## src/rtl/parametric_scanout.sv

```systemverilog
// Parametrised LCD timing generator and pixel scanout: counter -> stage 1 (handshake/flags)
// -> stage 2 (panel pins, underflow accounting). Two-cycle counter-to-pin latency.
module parametric_scanout #(
    parameter int unsigned BPC      = 8,
    parameter int unsigned H_ACTIVE = 800,
    parameter int unsigned H_FP     = 40,
    parameter int unsigned H_SYNC   = 1,
    parameter int unsigned H_BP     = 215,
    parameter int unsigned V_ACTIVE = 480,
    parameter int unsigned V_FP     = 10,
    parameter int unsigned V_SYNC   = 1,
    parameter int unsigned V_BP     = 34,
    parameter bit          HS_POL   = 1'b0,
    parameter bit          VS_POL   = 1'b0,
    parameter logic [3*BPC-1:0] UNDERFLOW_COLOR = {{BPC{1'b1}}, {BPC{1'b0}}, {BPC{1'b1}}}
) (
    input  logic               in_clk,
    input  logic               in_reset_n,
    input  logic [3*BPC-1:0]   in_pixel_data,
    input  logic               in_pixel_valid,
    output logic               in_pixel_ready,
    input  logic [1:0]         in_mode,
    input  logic [3*BPC-1:0]   in_solid_color,
    input  logic               in_clear_underflow,
    output logic               out_next_frame,
    output logic               out_underflow,
    output logic [15:0]        out_underflow_count,
    output logic [BPC-1:0]     ltm_r,
    output logic [BPC-1:0]     ltm_g,
    output logic [BPC-1:0]     ltm_b,
    output logic               ltm_den,
    output logic               ltm_hd,
    output logic               ltm_vd
);

    localparam int unsigned H_TOTAL  = H_ACTIVE + H_FP + H_SYNC + H_BP;
    localparam int unsigned V_TOTAL  = V_ACTIVE + V_FP + V_SYNC + V_BP;
    localparam int unsigned XW       = $clog2(H_TOTAL);
    localparam int unsigned YW       = $clog2(V_TOTAL);
    localparam int unsigned CW       = 3 * BPC;
    localparam int unsigned HS_START = H_ACTIVE + H_FP;
    localparam int unsigned HS_END   = HS_START + H_SYNC;
    localparam int unsigned VS_START = V_ACTIVE + V_FP;
    localparam int unsigned VS_END   = VS_START + V_SYNC;

    typedef enum logic [1:0] {
        MODE_PASS  = 2'b00,
        MODE_SOLID = 2'b01,
        MODE_BARS  = 2'b10,
        MODE_BLACK = 2'b11
    } mode_e;

    logic [XW-1:0] x_q;
    logic [YW-1:0] y_q;
    mode_e         mode_q;
    mode_e         mode_c;
    logic          active_c, drain_c, hs_c, vs_c, origin_c;
    logic [2:0]    bar_c;

    logic          s1_active, s1_hs, s1_vs;
    mode_e         s1_mode;
    logic [2:0]    s1_bar;

    logic [CW-1:0] pix_c;
    logic          uf_c;
    logic [15:0]   cnt_c;

    // Raster position; reset lands on the drain line so the FIFO empties first
    always_ff @(posedge in_clk) begin
        if (!in_reset_n) begin
            x_q <= '0;
            y_q <= YW'(V_ACTIVE);
        end else if (32'(x_q) == H_TOTAL - 1) begin
            x_q <= '0;
            y_q <= (32'(y_q) == V_TOTAL - 1) ? '0 : y_q + YW'(1);
        end else begin
            x_q <= x_q + XW'(1);
        end
    end

    always_comb begin
        active_c = (32'(x_q) < H_ACTIVE) && (32'(y_q) < V_ACTIVE);
        drain_c  = (32'(y_q) == V_ACTIVE);
        hs_c     = (32'(x_q) >= HS_START) && (32'(x_q) < HS_END);
        vs_c     = (32'(y_q) >= VS_START) && (32'(y_q) < VS_END);
        origin_c = (x_q == '0) && (y_q == '0);
        mode_c   = origin_c ? mode_e'(in_mode) : mode_q;
        bar_c    = 3'((32'(x_q) * 32'd8) / H_ACTIVE);
    end

    // Mode only changes at the first pixel so a frame is never torn
    always_ff @(posedge in_clk) begin
        if (!in_reset_n) begin
            mode_q <= MODE_PASS;
        end else if (origin_c) begin
            mode_q <= mode_e'(in_mode);
        end
    end

    // Stage 1: handshake and region flags
    always_ff @(posedge in_clk) begin
        if (!in_reset_n) begin
            in_pixel_ready <= 1'b0;
            out_next_frame <= 1'b0;
            s1_active      <= 1'b0;
            s1_hs          <= 1'b0;
            s1_vs          <= 1'b0;
            s1_mode        <= MODE_PASS;
            s1_bar         <= '0;
        end else begin
            in_pixel_ready <= active_c || drain_c;
            out_next_frame <= drain_c;
            s1_active      <= active_c;
            s1_hs          <= hs_c;
            s1_vs          <= vs_c;
            s1_mode        <= mode_c;
            s1_bar         <= bar_c;
        end
    end

    // Pixel colour selection; bar index bits map directly to absent channels
    always_comb begin
        pix_c = '0;
        uf_c  = 1'b0;
        if (s1_active) begin
            case (s1_mode)
                MODE_PASS: begin
                    if (in_pixel_valid) begin
                        pix_c = in_pixel_data;
                    end else begin
                        pix_c = UNDERFLOW_COLOR;
                        uf_c  = in_pixel_ready;
                    end
                end
                MODE_SOLID: pix_c = in_solid_color;
                MODE_BARS:  pix_c = {{BPC{~s1_bar[0]}}, {BPC{~s1_bar[2]}}, {BPC{~s1_bar[1]}}};
                default:    pix_c = '0;
            endcase
        end
    end

    always_comb begin
        cnt_c = out_underflow_count;
        if (in_clear_underflow) begin
            cnt_c = '0;
        end else if (uf_c && (out_underflow_count != 16'hFFFF)) begin
            cnt_c = out_underflow_count + 16'd1;
        end
    end

    // Stage 2: all panel pins for one position update together
    always_ff @(posedge in_clk) begin
        if (!in_reset_n) begin
            ltm_r               <= '0;
            ltm_g               <= '0;
            ltm_b               <= '0;
            ltm_den             <= 1'b0;
            ltm_hd              <= ~HS_POL;
            ltm_vd              <= ~VS_POL;
            out_underflow       <= 1'b0;
            out_underflow_count <= '0;
        end else begin
            ltm_r               <= pix_c[BPC-1:0];
            ltm_g               <= pix_c[2*BPC-1:BPC];
            ltm_b               <= pix_c[3*BPC-1:2*BPC];
            ltm_den             <= s1_active;
            ltm_hd              <= s1_hs ? HS_POL : ~HS_POL;
            ltm_vd              <= s1_vs ? VS_POL : ~VS_POL;
            out_underflow       <= uf_c;
            out_underflow_count <= cnt_c;
        end
    end

endmodule

```

## config.mk

```make
export PLATFORM = sky130hd
export DESIGN_NAME = parametric_scanout
export DESIGN_NICKNAME = d
export VERILOG_FILES = /design/src/rtl/parametric_scanout.sv
export SDC_FILE = /design/constraint.sdc
export NUM_CORES = 1
export LEC_CHECK = 0
export CAP_MARGIN = 5
export CORE_ASPECT_RATIO = 1.4
export CORE_MARGIN = 4
export CORE_UTILIZATION = 50
export CTS_CLUSTER_DIAMETER = 200
export DETAILED_ROUTE_END_ITERATION = 6
export PLACE_DENSITY = 0.78
export SLEW_MARGIN = 20
export SYNTH_ARGS = -nofsm -noshare
export SYNTH_HDL_FRONTEND = slang
export SYNTH_SLANG_ARGS = --single-unit
```

## constraint.sdc

```tcl
create_clock -name in_clk -period 11.2 [get_ports in_clk]
set_input_delay 2.24 -clock in_clk [delete_from_list [all_inputs] [get_ports in_clk]]
set_output_delay 2.24 -clock in_clk [all_outputs]
set_load 0.05 [all_outputs]
```

==> reports/metrics.yaml, run 1 <==
worstPathArrival_ns: 5.69
timing.final.setup_violations: 0
yosys.area_share.adder_pct: 1.87
dpl.hpwl_mm: 9.56
clock_tree.htree_level_count: 3
synthesis.instances: 579
synth_cell_type_count: 76
overflow: 0
tritoncts: "yes"
compound_gate_fraction_of_synth_area_pct: 21.2
placement.cell_area_um2: 5680
vdd_ir_drop_max_uv: 85.1
maxClockFrequency_mhz: 183
most_common_flop_cell_mapped_by_yosys: "sky130_fd_sc_hd__dfxtp_1"
fin_nets: 722
rows: 41
drtAntennaViolNets: 0
core_area_um2: 9080
slack_of_the_worst_reg_to_reg_path_ns: 5.72
endpoint_kind: "flop"
cts-hold-fix-buffers: 0
final-hold-violation-count: 0
synth_edf_count: 0
tritoncts.num_buffers: 9
synthMuxAreaShare_pct: 2.44
fp.dieArea_um2: 11000
fin_util_pct: 65.7
antenna_found_initial: 0
global_route.usage.total_pct: 23.3
ff2ff_path_depth: 17
area_delta_synth_final_pct: 27.5
timing.hold.worst_endpoint: "ltm_hd"
maximum_number_of_pins_on_one_net_before_global_route_repair: 41
rsz_0062_raised_after_global_routing: "false"
hold_start: "s1_hs"
synth_simple_gate_area_share_pct: 28.6
setup_tns_ns: 0
cts_setup_buffers: 0
slew_viol_final: 0
layout.cells.most_common_list: "sky130_fd_sc_hd__clkdlybuf4s50_1, sky130_fd_sc_hd__dfxtp_1, sky130_fd_sc_hd__nor2_1"
finish.instance_area_um2: 5960
timing.final.crit_period_ns: 5.48
clk-insertion-delay-late_ns: 0.34
number_of_global_route_vias_before_repair: 4279
timing.hold.worst.class: "reg -> reg"
dr.pass1.iters: 5
yosysWarnings: 0
placedCellCount: 757
status: "complete, no violations"
initial_utilization_pct: 51.5
pwr_density_cell_nw_per_um2: 101
fin_crit_sh_pct: 48.9
netlist_area_um2: 4680
post_cts_resize_count: 0
critPathKind: "reg -> reg"
die_w_um: 89.7
asyncSetResetFlopFracSynth_pct: 0
num_vias: 4489
detail_route.wirelength_mm: 12.6
synth_area_leaders: "sky130_fd_sc_hd__dfxtp_1, sky130_fd_sc_hd__xnor2_1, sky130_fd_sc_hd__nor2_1"
clkSlewWorstSetupHoldPaths_ns: 0.06
io_pins: 100
synth.largest_area_cell: "sky130_fd_sc_hd__dfxtp_1"
layout.cells.non_filler: 773
insertedDiodeCount: 0
timing.critical_path.required_ns: 11.41
worstHoldPathCells: 1
final_common_cell: "sky130_fd_sc_hd__clkdlybuf4s50_1"
gpl.final_weighted_congestion: 0.922
drcViolationCount: 0
synth_nets: 640
worst_slew_margin_rel_pct: 31.6
synth_top_area_share_pct: 32.1
synth_seq_area_share_pct: 32.1
clockBufferDepth: 2
fin_skew_ns: 0.00635
routed_wire_length_per_instance_um: 16.3
final.hold.worst_slack_ns: 0.365
max_slew.worst_pin.slew_ns: 1.02
drtIter0Drc: 267
viasPerCell: 5.81
die-height_um: 122
reg2reg_to: "s1_bar[0]"
share_of_layout_cells_above_drive_strength_1_pct: 6.61
cts.sinks: 75
clk_root_buffer_cell: "sky130_fd_sc_hd__clkbuf_16"
post_synth_xor_area_fraction_pct: 8.80
synth_top_family_by_area: "simple AND/OR/NAND/NOR gates"
crit_fanout: 11
port_buffers: 99
max-cap-violations: 0
r2r_path_start: "x_q[0]"
grt_pass1_wl_mm: 21.1
critPathLaunchType: "flop"
synthesis.area_per_instance_um2: 8.08
total_leakage_power_nw: 2.16
yosys_register_bits: 75
## sequential cells by signal (all words and copies together) (netlist names), 2 cells and up
signal,cells
out_underflow_count,16
x_q,11
y_q,10
ltm_b,8
ltm_g,8
ltm_r,8
s1_bar,3
s1_mode,2
## cell usage after synthesis, types with 3 or more instances
library cell / count
sky130_fd_sc_hd__a221oi_1: 9
sky130_fd_sc_hd__clkbuf_1: 17
sky130_fd_sc_hd__a21o_1: 3
sky130_fd_sc_hd__buf_4: 3
sky130_fd_sc_hd__dfxtp_1: 75
sky130_fd_sc_hd__or3_1: 6
sky130_fd_sc_hd__and2_1: 10
sky130_fd_sc_hd__o311ai_0: 3
sky130_fd_sc_hd__or2_2: 4
sky130_fd_sc_hd__buf_2: 4
sky130_fd_sc_hd__xor2_1: 18
sky130_fd_sc_hd__nor2_1: 66
sky130_fd_sc_hd__nand3_1: 22
sky130_fd_sc_hd__buf_1: 4
sky130_fd_sc_hd__nor3_1: 9
sky130_fd_sc_hd__nor2b_1: 20
sky130_fd_sc_hd__xnor2_1: 29
sky130_fd_sc_hd__ha_1: 7
sky130_fd_sc_hd__nand4_1: 12
sky130_fd_sc_hd__inv_1: 30
sky130_fd_sc_hd__nand2_1: 39
sky130_fd_sc_hd__nand2b_1: 10
sky130_fd_sc_hd__o21a_1: 3
sky130_fd_sc_hd__o21ai_0: 46
sky130_fd_sc_hd__o2111ai_1: 3
sky130_fd_sc_hd__and3b_1: 3
sky130_fd_sc_hd__o211ai_1: 3
sky130_fd_sc_hd__mux2_2: 3
sky130_fd_sc_hd__a211oi_1: 8
sky130_fd_sc_hd__mux2i_1: 8
sky130_fd_sc_hd__and3_1: 29
sky130_fd_sc_hd__a21oi_1: 12
sky130_fd_sc_hd__a21boi_0: 4
sky130_fd_sc_hd__nor4_1: 6
## layout make-up
class,instances,area (um^2)
clock buffers,9,225
clock inverters,7,57.6
flip-flops and latches,75,1500
multi-input cells,446,2940
well taps,107,134
inverters,30,113
repair buffers,99,991
fillers,762,3120
## critical path, cell delays in order, from the launching register on
cell                        delay, ns
sky130_fd_sc_hd__dfxtp_1         0.41
sky130_fd_sc_hd__inv_1           0.09
sky130_fd_sc_hd__ha_1            0.26
sky130_fd_sc_hd__nor4b_2         0.46
sky130_fd_sc_hd__nand2_1         0.14
sky130_fd_sc_hd__nand2_1         0.08
sky130_fd_sc_hd__a21boi_0        0.10
sky130_fd_sc_hd__ha_1            0.28
sky130_fd_sc_hd__nand2b_1        0.20
sky130_fd_sc_hd__o41ai_4         0.55
sky130_fd_sc_hd__o211ai_1        0.52
sky130_fd_sc_hd__a221oi_4        0.58
sky130_fd_sc_hd__a2111oi_0       0.26
sky130_fd_sc_hd__nor4b_1         0.47
sky130_fd_sc_hd__o2111ai_1       0.23
sky130_fd_sc_hd__a311oi_1        0.34
sky130_fd_sc_hd__o221a_1         0.25
sky130_fd_sc_hd__a41oi_2         0.11
## logic make-up (layout without fill, tap and decap cells)
logic type | after synthesis | after routing
AOI/OAI and AO/OA | 129 | 129
xor gates and xnor gates | 47 | 47
adders and majority gates | 7 | 7
buffers and inverters | 58 | 145
DFF | 75 | 75
muxes | 11 | 11
and+or+nand+nor | 252 | 252
## worst max-delay path by stage
stage / to / start
floorplan: s1_bar[0] / x_q[0]
global placement: s1_bar[0] / x_q[0]
detailed placement: s1_bar[0] / x_q[0]
CTS: s1_bar[0] / x_q[0]
global route: s1_bar[0] / x_q[0]
finish: s1_bar[0] / x_q[0]
## per-layer routing
metal,global-route usage [%],up-vias,wire [um]
met2,41.6,135,6330
met3,5.64,18,697
li1,-,2232,-
met1,27.6,2104,5370
met4,7.57,0,214
met5,0,-,0
## report_power, final
| part | switching [mW] | internal, mW |
|---|---|---|
| combinational | 0.0249 | 0.0291 |
| sequential | 0.00271 | 0.268 |
| clock | 0.122 | 0.153 |
| total | 0.150 | 0.450 |
## per-stage QoR
step	power, mW	worst slack [ns]
global route	0.622	5.27
CTS	0.604	5.80
floorplan	0.304	6.74
finish	0.600	5.72
global placement	0.329	6.03
detailed placement	0.330	5.84
(Power assumes the default switching activity.)
==> run 2, diff against run 1 <==
==> constraint.sdc (replaced) <==
create_clock -name in_clk -period 5.3 [get_ports in_clk]
set_input_delay 1.06 -clock in_clk [delete_from_list [all_inputs] [get_ports in_clk]]
set_output_delay 1.06 -clock in_clk [all_outputs]
set_load 0.05 [all_outputs]
==> run 2 against run 1 <==
Against the previous run:
- die area stayed put
- critical endpoint unchanged
- core utilization is 1.7 points higher
- routed wire length is 3.7% higher
- clock-buffer cell count is 3 higher
- clock power is 140% higher
- maximum frequency is 12% higher
- highest routed layer unchanged
==> reports/metrics.yaml, run 2 (synthesis gave the netlist of run 1 again) <==
dpl.hpwl_mm: 9.87
reg2reg_to: "s1_bar[0]"
clkSlewWorstSetupHoldPaths_ns: 0.06
hold_start: "s1_hs"
critPathLaunchType: "flop"
final-hold-violation-count: 0
max-cap-violations: 0
maximum_number_of_pins_on_one_net_before_global_route_repair: 41
largest_register_ff_count: 16
die_w_um: 89.7
io_pins: 100
maxClockFrequency_mhz: 205
overflow: 0
registers.top_by_ff_count: "out_underflow_count"
final_common_cell: "sky130_fd_sc_hd__clkdlybuf4s50_1"
worstPathArrival_ns: 5.10
gpl.final_weighted_congestion: 0.925
max_slew.worst_pin.slew_ns: 1.03
total_leakage_power_nw: 2.30
cts-hold-fix-buffers: 0
p_comb_share_pct: 8.9
clockBufferDepth: 2
status: "complete, no violations"
ff2ff_path_depth: 18
fin_crit_sh_pct: 92.2
port_buffers: 99
tritoncts: "yes"
leading_registers_by_flop_count: "out_underflow_count (16), x_q (11), y_q (10)"
drcViolationCount: 0
dr.pass1.iters: 4
crit_fanout: 7
timing.critical_path.required_ns: 5.51
tritoncts.num_buffers: 9
rows: 41
global_route.usage.total_pct: 24.1
fp.dieArea_um2: 11000
vdd_ir_drop_max_uv: 162
number_of_global_route_vias_before_repair: 4478
slack_of_the_worst_reg_to_reg_path_ns: 0.41
insertedDiodeCount: 0
clk_root_buffer_cell: "sky130_fd_sc_hd__clkbuf_16"
viasPerCell: 5.80
share_of_layout_cells_above_drive_strength_1_pct: 8.39
core_area_um2: 9080
internal_cell_power_mw: 1.04
fin_util_pct: 67.4
fin_skew_ns: 0.00544
power.share.switching_pct: 22.7
setup_tns_ns: 0
timing.hold.worst_endpoint: "ltm_hd"
timing.final.setup_violations: 0
fin_nets: 735
share_clk_of_total_power_pct: 48.6
worst_slew_margin_rel_pct: 31.5
critPathKind: "reg -> reg"
routed_wire_length_per_instance_um: 16.6
timing.final.crit_period_ns: 4.89
initial_utilization_pct: 51.5
area_delta_synth_final_pct: 30.9
netSwitchingPower_uw: 305
rsz_0062_raised_after_global_routing: "false"
grt_pass1_wl_mm: 21.9
pwr_density_cell_nw_per_um2: 219
num_vias: 4561
drtAntennaViolNets: 0
r2r_path_start: "x_q[0]"
antenna_found_initial: 0
detail_route.wirelength_mm: 13.1
timing.hold.worst.class: "reg -> reg"
endpoint_kind: "flop"
cts.sinks: 75
fillerInstances: 735
drtIter0Drc: 272
layout.cells.most_common_list: "sky130_fd_sc_hd__clkdlybuf4s50_1, sky130_fd_sc_hd__dfxtp_1, sky130_fd_sc_hd__nor2_1"
clock_tree.htree_level_count: 3
pwr-share-seq_pct: 42.5
slew_viol_final: 0
clk-insertion-delay-late_ns: 0.34
die-height_um: 122
worstHoldPathCells: 1
## run 2: per-stage QoR
step                power, mW  instance area (um^2)  std cells  hold slack [ns]  worst slack, ns
floorplan               0.642                  4680        579            0.343            0.845
global placement        0.696                  5750        766            0.349            0.534
detailed placement      0.699                  5750        766            0.351            0.265
CTS                      1.35                  6070        782            0.366            0.248
global route             1.38                  6120        786            0.387           0.0355
finish                   1.34                  6120        786            0.363            0.411
## run 2: routing by layer
layer | share of wire, % | wire length (um) | GRT usage, % | up-vias
met4 | 2.9 | 379 | 10.4 | 0
met1 | 41 | 5400 | 27.7 | 2100
met2 | 50 | 6600 | 44.1 | 171
met5 | 0 | 0 | 0 | -
li1 | - | - | - | 2256
met3 | 5.4 | 707 | 4.17 | 34
## run 2: how the worst max path moves through the flow
stage | start | to | depth (start not counted) | slack, ns
after detailed placement | x_q[0] | s1_bar[0] | 17 | 0.26
after CTS | x_q[0] | s1_bar[0] | 17 | 0.25
after floorplan | x_q[0] | s1_bar[0] | 18 | 0.84
after global routing | x_q[0] | s1_bar[0] | 19 | 0.04
final | x_q[0] | s1_bar[0] | 18 | 0.41
after global placement | x_q[0] | s1_bar[0] | 18 | 0.53
## run 2: final cells by class
cell class              instances  area, um^2  share of cell area, %
clock inverters                 4        55.1                  0.900
inverters                      30         113                   1.84
flip-flops and latches         75        1500                   24.6
clock buffers                  12         267                   4.36
well taps                     107         134                   2.19
repair buffers                112        1090                   17.8
multi-input cells             446        2960                   48.4
## run 2: what timing repair did
action	in CTS	in global routing
resized for setup	0	2
endpoints found under the setup margin	0	1
setup buffers	0	4
## run 2: worst max-delay path, stage by stage (launching register included)
cell and delay, ns:
sky130_fd_sc_hd__dfxtp_1 0.41, sky130_fd_sc_hd__inv_1 0.09, sky130_fd_sc_hd__ha_1 0.27, sky130_fd_sc_hd__nor4b_4 0.35, sky130_fd_sc_hd__nand2_1 0.14, sky130_fd_sc_hd__nand2_1 0.08
sky130_fd_sc_hd__a21boi_0 0.09, sky130_fd_sc_hd__ha_1 0.28, sky130_fd_sc_hd__nand2b_1 0.20, sky130_fd_sc_hd__o41ai_4 0.40, sky130_fd_sc_hd__buf_4 0.20, sky130_fd_sc_hd__a22oi_1 0.12
sky130_fd_sc_hd__xor2_1 0.51, sky130_fd_sc_hd__o2111ai_1 0.21, sky130_fd_sc_hd__a21boi_0 0.40, sky130_fd_sc_hd__o2111ai_1 0.24, sky130_fd_sc_hd__a311oi_1 0.39, sky130_fd_sc_hd__o221a_1 0.26
sky130_fd_sc_hd__a41oi_2 0.11
## run 2: power groups by stage
stage	clock network (mW)	logic (mW)	registers (mW)
final	0.651	0.120	0.569
after global routing	0.678	0.133	0.570
after global placement	0	0.115	0.582
after detailed placement	0	0.117	0.582
after CTS	0.659	0.118	0.569
after floorplan	0	0.0580	0.584
==> run 3, diff against run 2 <==
--- a/config.mk
+++ b/config.mk
@@ -8,10 +8,10 @@
 export CAP_MARGIN = 5
 export CORE_ASPECT_RATIO = 1.4
 export CORE_MARGIN = 4
-export CORE_UTILIZATION = 50
+export CORE_UTILIZATION = 47
 export CTS_CLUSTER_DIAMETER = 200
 export DETAILED_ROUTE_END_ITERATION = 6
-export PLACE_DENSITY = 0.78
+export PLACE_DENSITY = 0.77
 export SLEW_MARGIN = 20
 export SYNTH_ARGS = -nofsm -noshare
 export SYNTH_HDL_FRONTEND = slang
==> constraint.sdc (replaced) <==
create_clock -name in_clk -period 4.1 [get_ports in_clk]
set_input_delay 0.82 -clock in_clk [delete_from_list [all_inputs] [get_ports in_clk]]
set_output_delay 0.82 -clock in_clk [all_outputs]
set_load 0.05 [all_outputs]
==> run 3 against run 2 <==
Against the previous run:
- the run now ends with setup timing left
- highest routed layer unchanged
- clock skew is 0.0024 ns higher
- via count is 7.2% higher
- sequential power is 29% higher
- core utilization is 0.30 points higher
- clock power is 16% higher
- global-route usage is 0.26 points higher
- largest cell class unchanged
==> reports/metrics.yaml, run 3 (synthesis gave the netlist of run 1 again) <==
status: "finished with violations"
violations_in_the_final_reports: "setup timing"
slew_viol_final: 0
critical-path-top-delay-family: "compound AO/OA/AOI/OAI gates"
port_buffers: 99
critPathLaunchType: "flop"
total_leakage_power_nw: 2.48
area_delta_synth_final_pct: 38.5
insertedDiodeCount: 0
worstPathArrival_ns: 4.47
drtAntennaViolNets: 0
maximum_number_of_pins_on_one_net_before_global_route_repair: 41
clkSlewWorstSetupHoldPaths_ns: 0.06
clk_root_buffer_cell: "sky130_fd_sc_hd__clkbuf_16"
tritoncts: "yes"
cts.sinks: 75
rows: 42
grt_pass1_wl_mm: 23.3
timing.hold.worst.class: "reg -> reg"
final_common_cell: "sky130_fd_sc_hd__clkdlybuf4s50_1"
final.hold.worst_slack_ns: 0.363
leading_registers_by_flop_count: "out_underflow_count (16), x_q (11), y_q (10)"
timing.final.setup_violations: 1
number_of_global_route_vias_before_repair: 4819
routed_wire_length_per_instance_um: 16.6
viasPerCell: 5.77
netSwitchingPower_uw: 407
crit_fanout: 5
worst_slew_margin_rel_pct: 35.7
internal_cell_power_mw: 1.26
max-cap-violations: 0
share_clk_of_total_power_pct: 45.2
detail_route.wirelength_mm: 14.1
maxClockFrequency_mhz: 235
largest_register_ff_count: 16
die-height_um: 126
placedCellCount: 826
core_area_um2: 9560
max_slew.worst_pin.slew_ns: 0.963
layout.cells.non_filler: 848
fin_nets: 772
critical_path.cell_chain: "inv_2, ha_4, nor4b_4, nand2_1, nand2_1, a21boi_2, ha_1, nand2b_4, o41ai_4, buf_4, a22oi_1, xor2_1, buf_4, o311ai_0, nand3_1, and4bb_2, a311oi_1, o221a_1, a41oi_2"
p_comb_share_pct: 10.8
critPathKind: "reg -> reg"
finalPower_mw: 1.67
registers.top_by_ff_count: "out_underflow_count"
pwr_density_cell_nw_per_um2: 258
share_of_layout_cells_above_drive_strength_1_pct: 14.9
global_route.usage.total_pct: 24.3
dpl.hpwl_mm: 10.6
clockBufferDepth: 2
fp.dieArea_um2: 11600
setup_tns_ns: -0.160
gpl.final_weighted_congestion: 0.921
fillerInstances: 812
tritoncts.num_buffers: 9
drcViolationCount: 0
overflow: 0
num_vias: 4890
timing.final.crit_period_ns: 4.26
final-hold-violation-count: 0
dr.pass1.iters: 5
layout.cells.most_common_list: "sky130_fd_sc_hd__clkdlybuf4s50_1, sky130_fd_sc_hd__dfxtp_1, sky130_fd_sc_hd__nor2_1"
drtIter0Drc: 252
vdd_ir_drop_max_uv: 194
timing.critical_path.required_ns: 4.31
fin_skew_ns: 0.00786
endpoint_kind: "flop"
worstPathBufferInverterCount: 3
clk-insertion-delay-late_ns: 0.34
slowest_delay_ns: 0.54
power.share.switching_pct: 24.4
pwr-share-seq_pct: 44.0
initial_utilization_pct: 48.9
die_w_um: 92.3
antenna_found_initial: 0
critPathSlowestCell: "sky130_fd_sc_hd__o311ai_0"
final.setup.worst_slack_ns: -0.160
io_pins: 100
rsz_0062_raised_after_global_routing: "true"
clock_tree.htree_level_count: 3
fin_crit_sh_pct: 104
==> run 3: final cells by class <==
type	count	area [um^2]	area share (%)
clock buffers	11	243	3.75
clock inverters	5	36.3	0.560
inverters	30	113	1.74
multi-input cells	446	3030	46.8
flip-flops and latches	75	1510	23.3
well taps	132	165	2.55
repair buffers	149	1380	21.3
==> run 3: power groups by stage <==
stage	logic [mW]	registers (mW)	clock network [mW]
after floorplan	0.0797	0.756	0
after global placement	0.169	0.751	0
after detailed placement	0.172	0.751	0
after CTS	0.176	0.735	0.760
after global routing	0.195	0.735	0.794
final	0.180	0.735	0.754
==> run 3: per-layer routing <==
metal | up-vias | wire length (um) | global-route usage, %
met1 | 2306 | 5470 | 26.8
met2 | 199 | 7230 | 44.6
met5 | - | 0 | 0
li1 | 2342 | - | -
met4 | 0 | 473 | 10.4
met3 | 43 | 901 | 5.07
==> run 3: timing repair <==
action,4_1_cts,5_1_grt
setup endpoints to repair,1,2
setup buffers,0,6
hold buffers,0,0
resized for setup,3,6
pin swaps,1,7
==> run 3: worst paths after layout <==
| kind | slack, ns | start | endpoint | cells past startpoint |
|---|---|---|---|---|
| max | -0.16 | x_q[1] | s1_bar[0] | 19 |
| min | 0.36 | s1_hs | ltm_hd | 1 |
| max reg2reg | -0.16 | x_q[1] | s1_bar[0] | 19 |
| min reg2reg | 0.36 | s1_hs | ltm_hd | 1 |
==> run 3: per-stage QoR <==
stage | setup slack (ns) | util (%) | instance area, um^2
2_1_floorplan | -0.0424 | - | 4730
3_3_place_gp | 0.0252 | 63.8 | 6100
3_5_place_dp | -0.0218 | 63.8 | 6100
4_1_cts | -0.0413 | 66.9 | 6400
5_1_grt | -0.354 | 67.7 | 6470
6_report | -0.160 | 67.7 | 6470
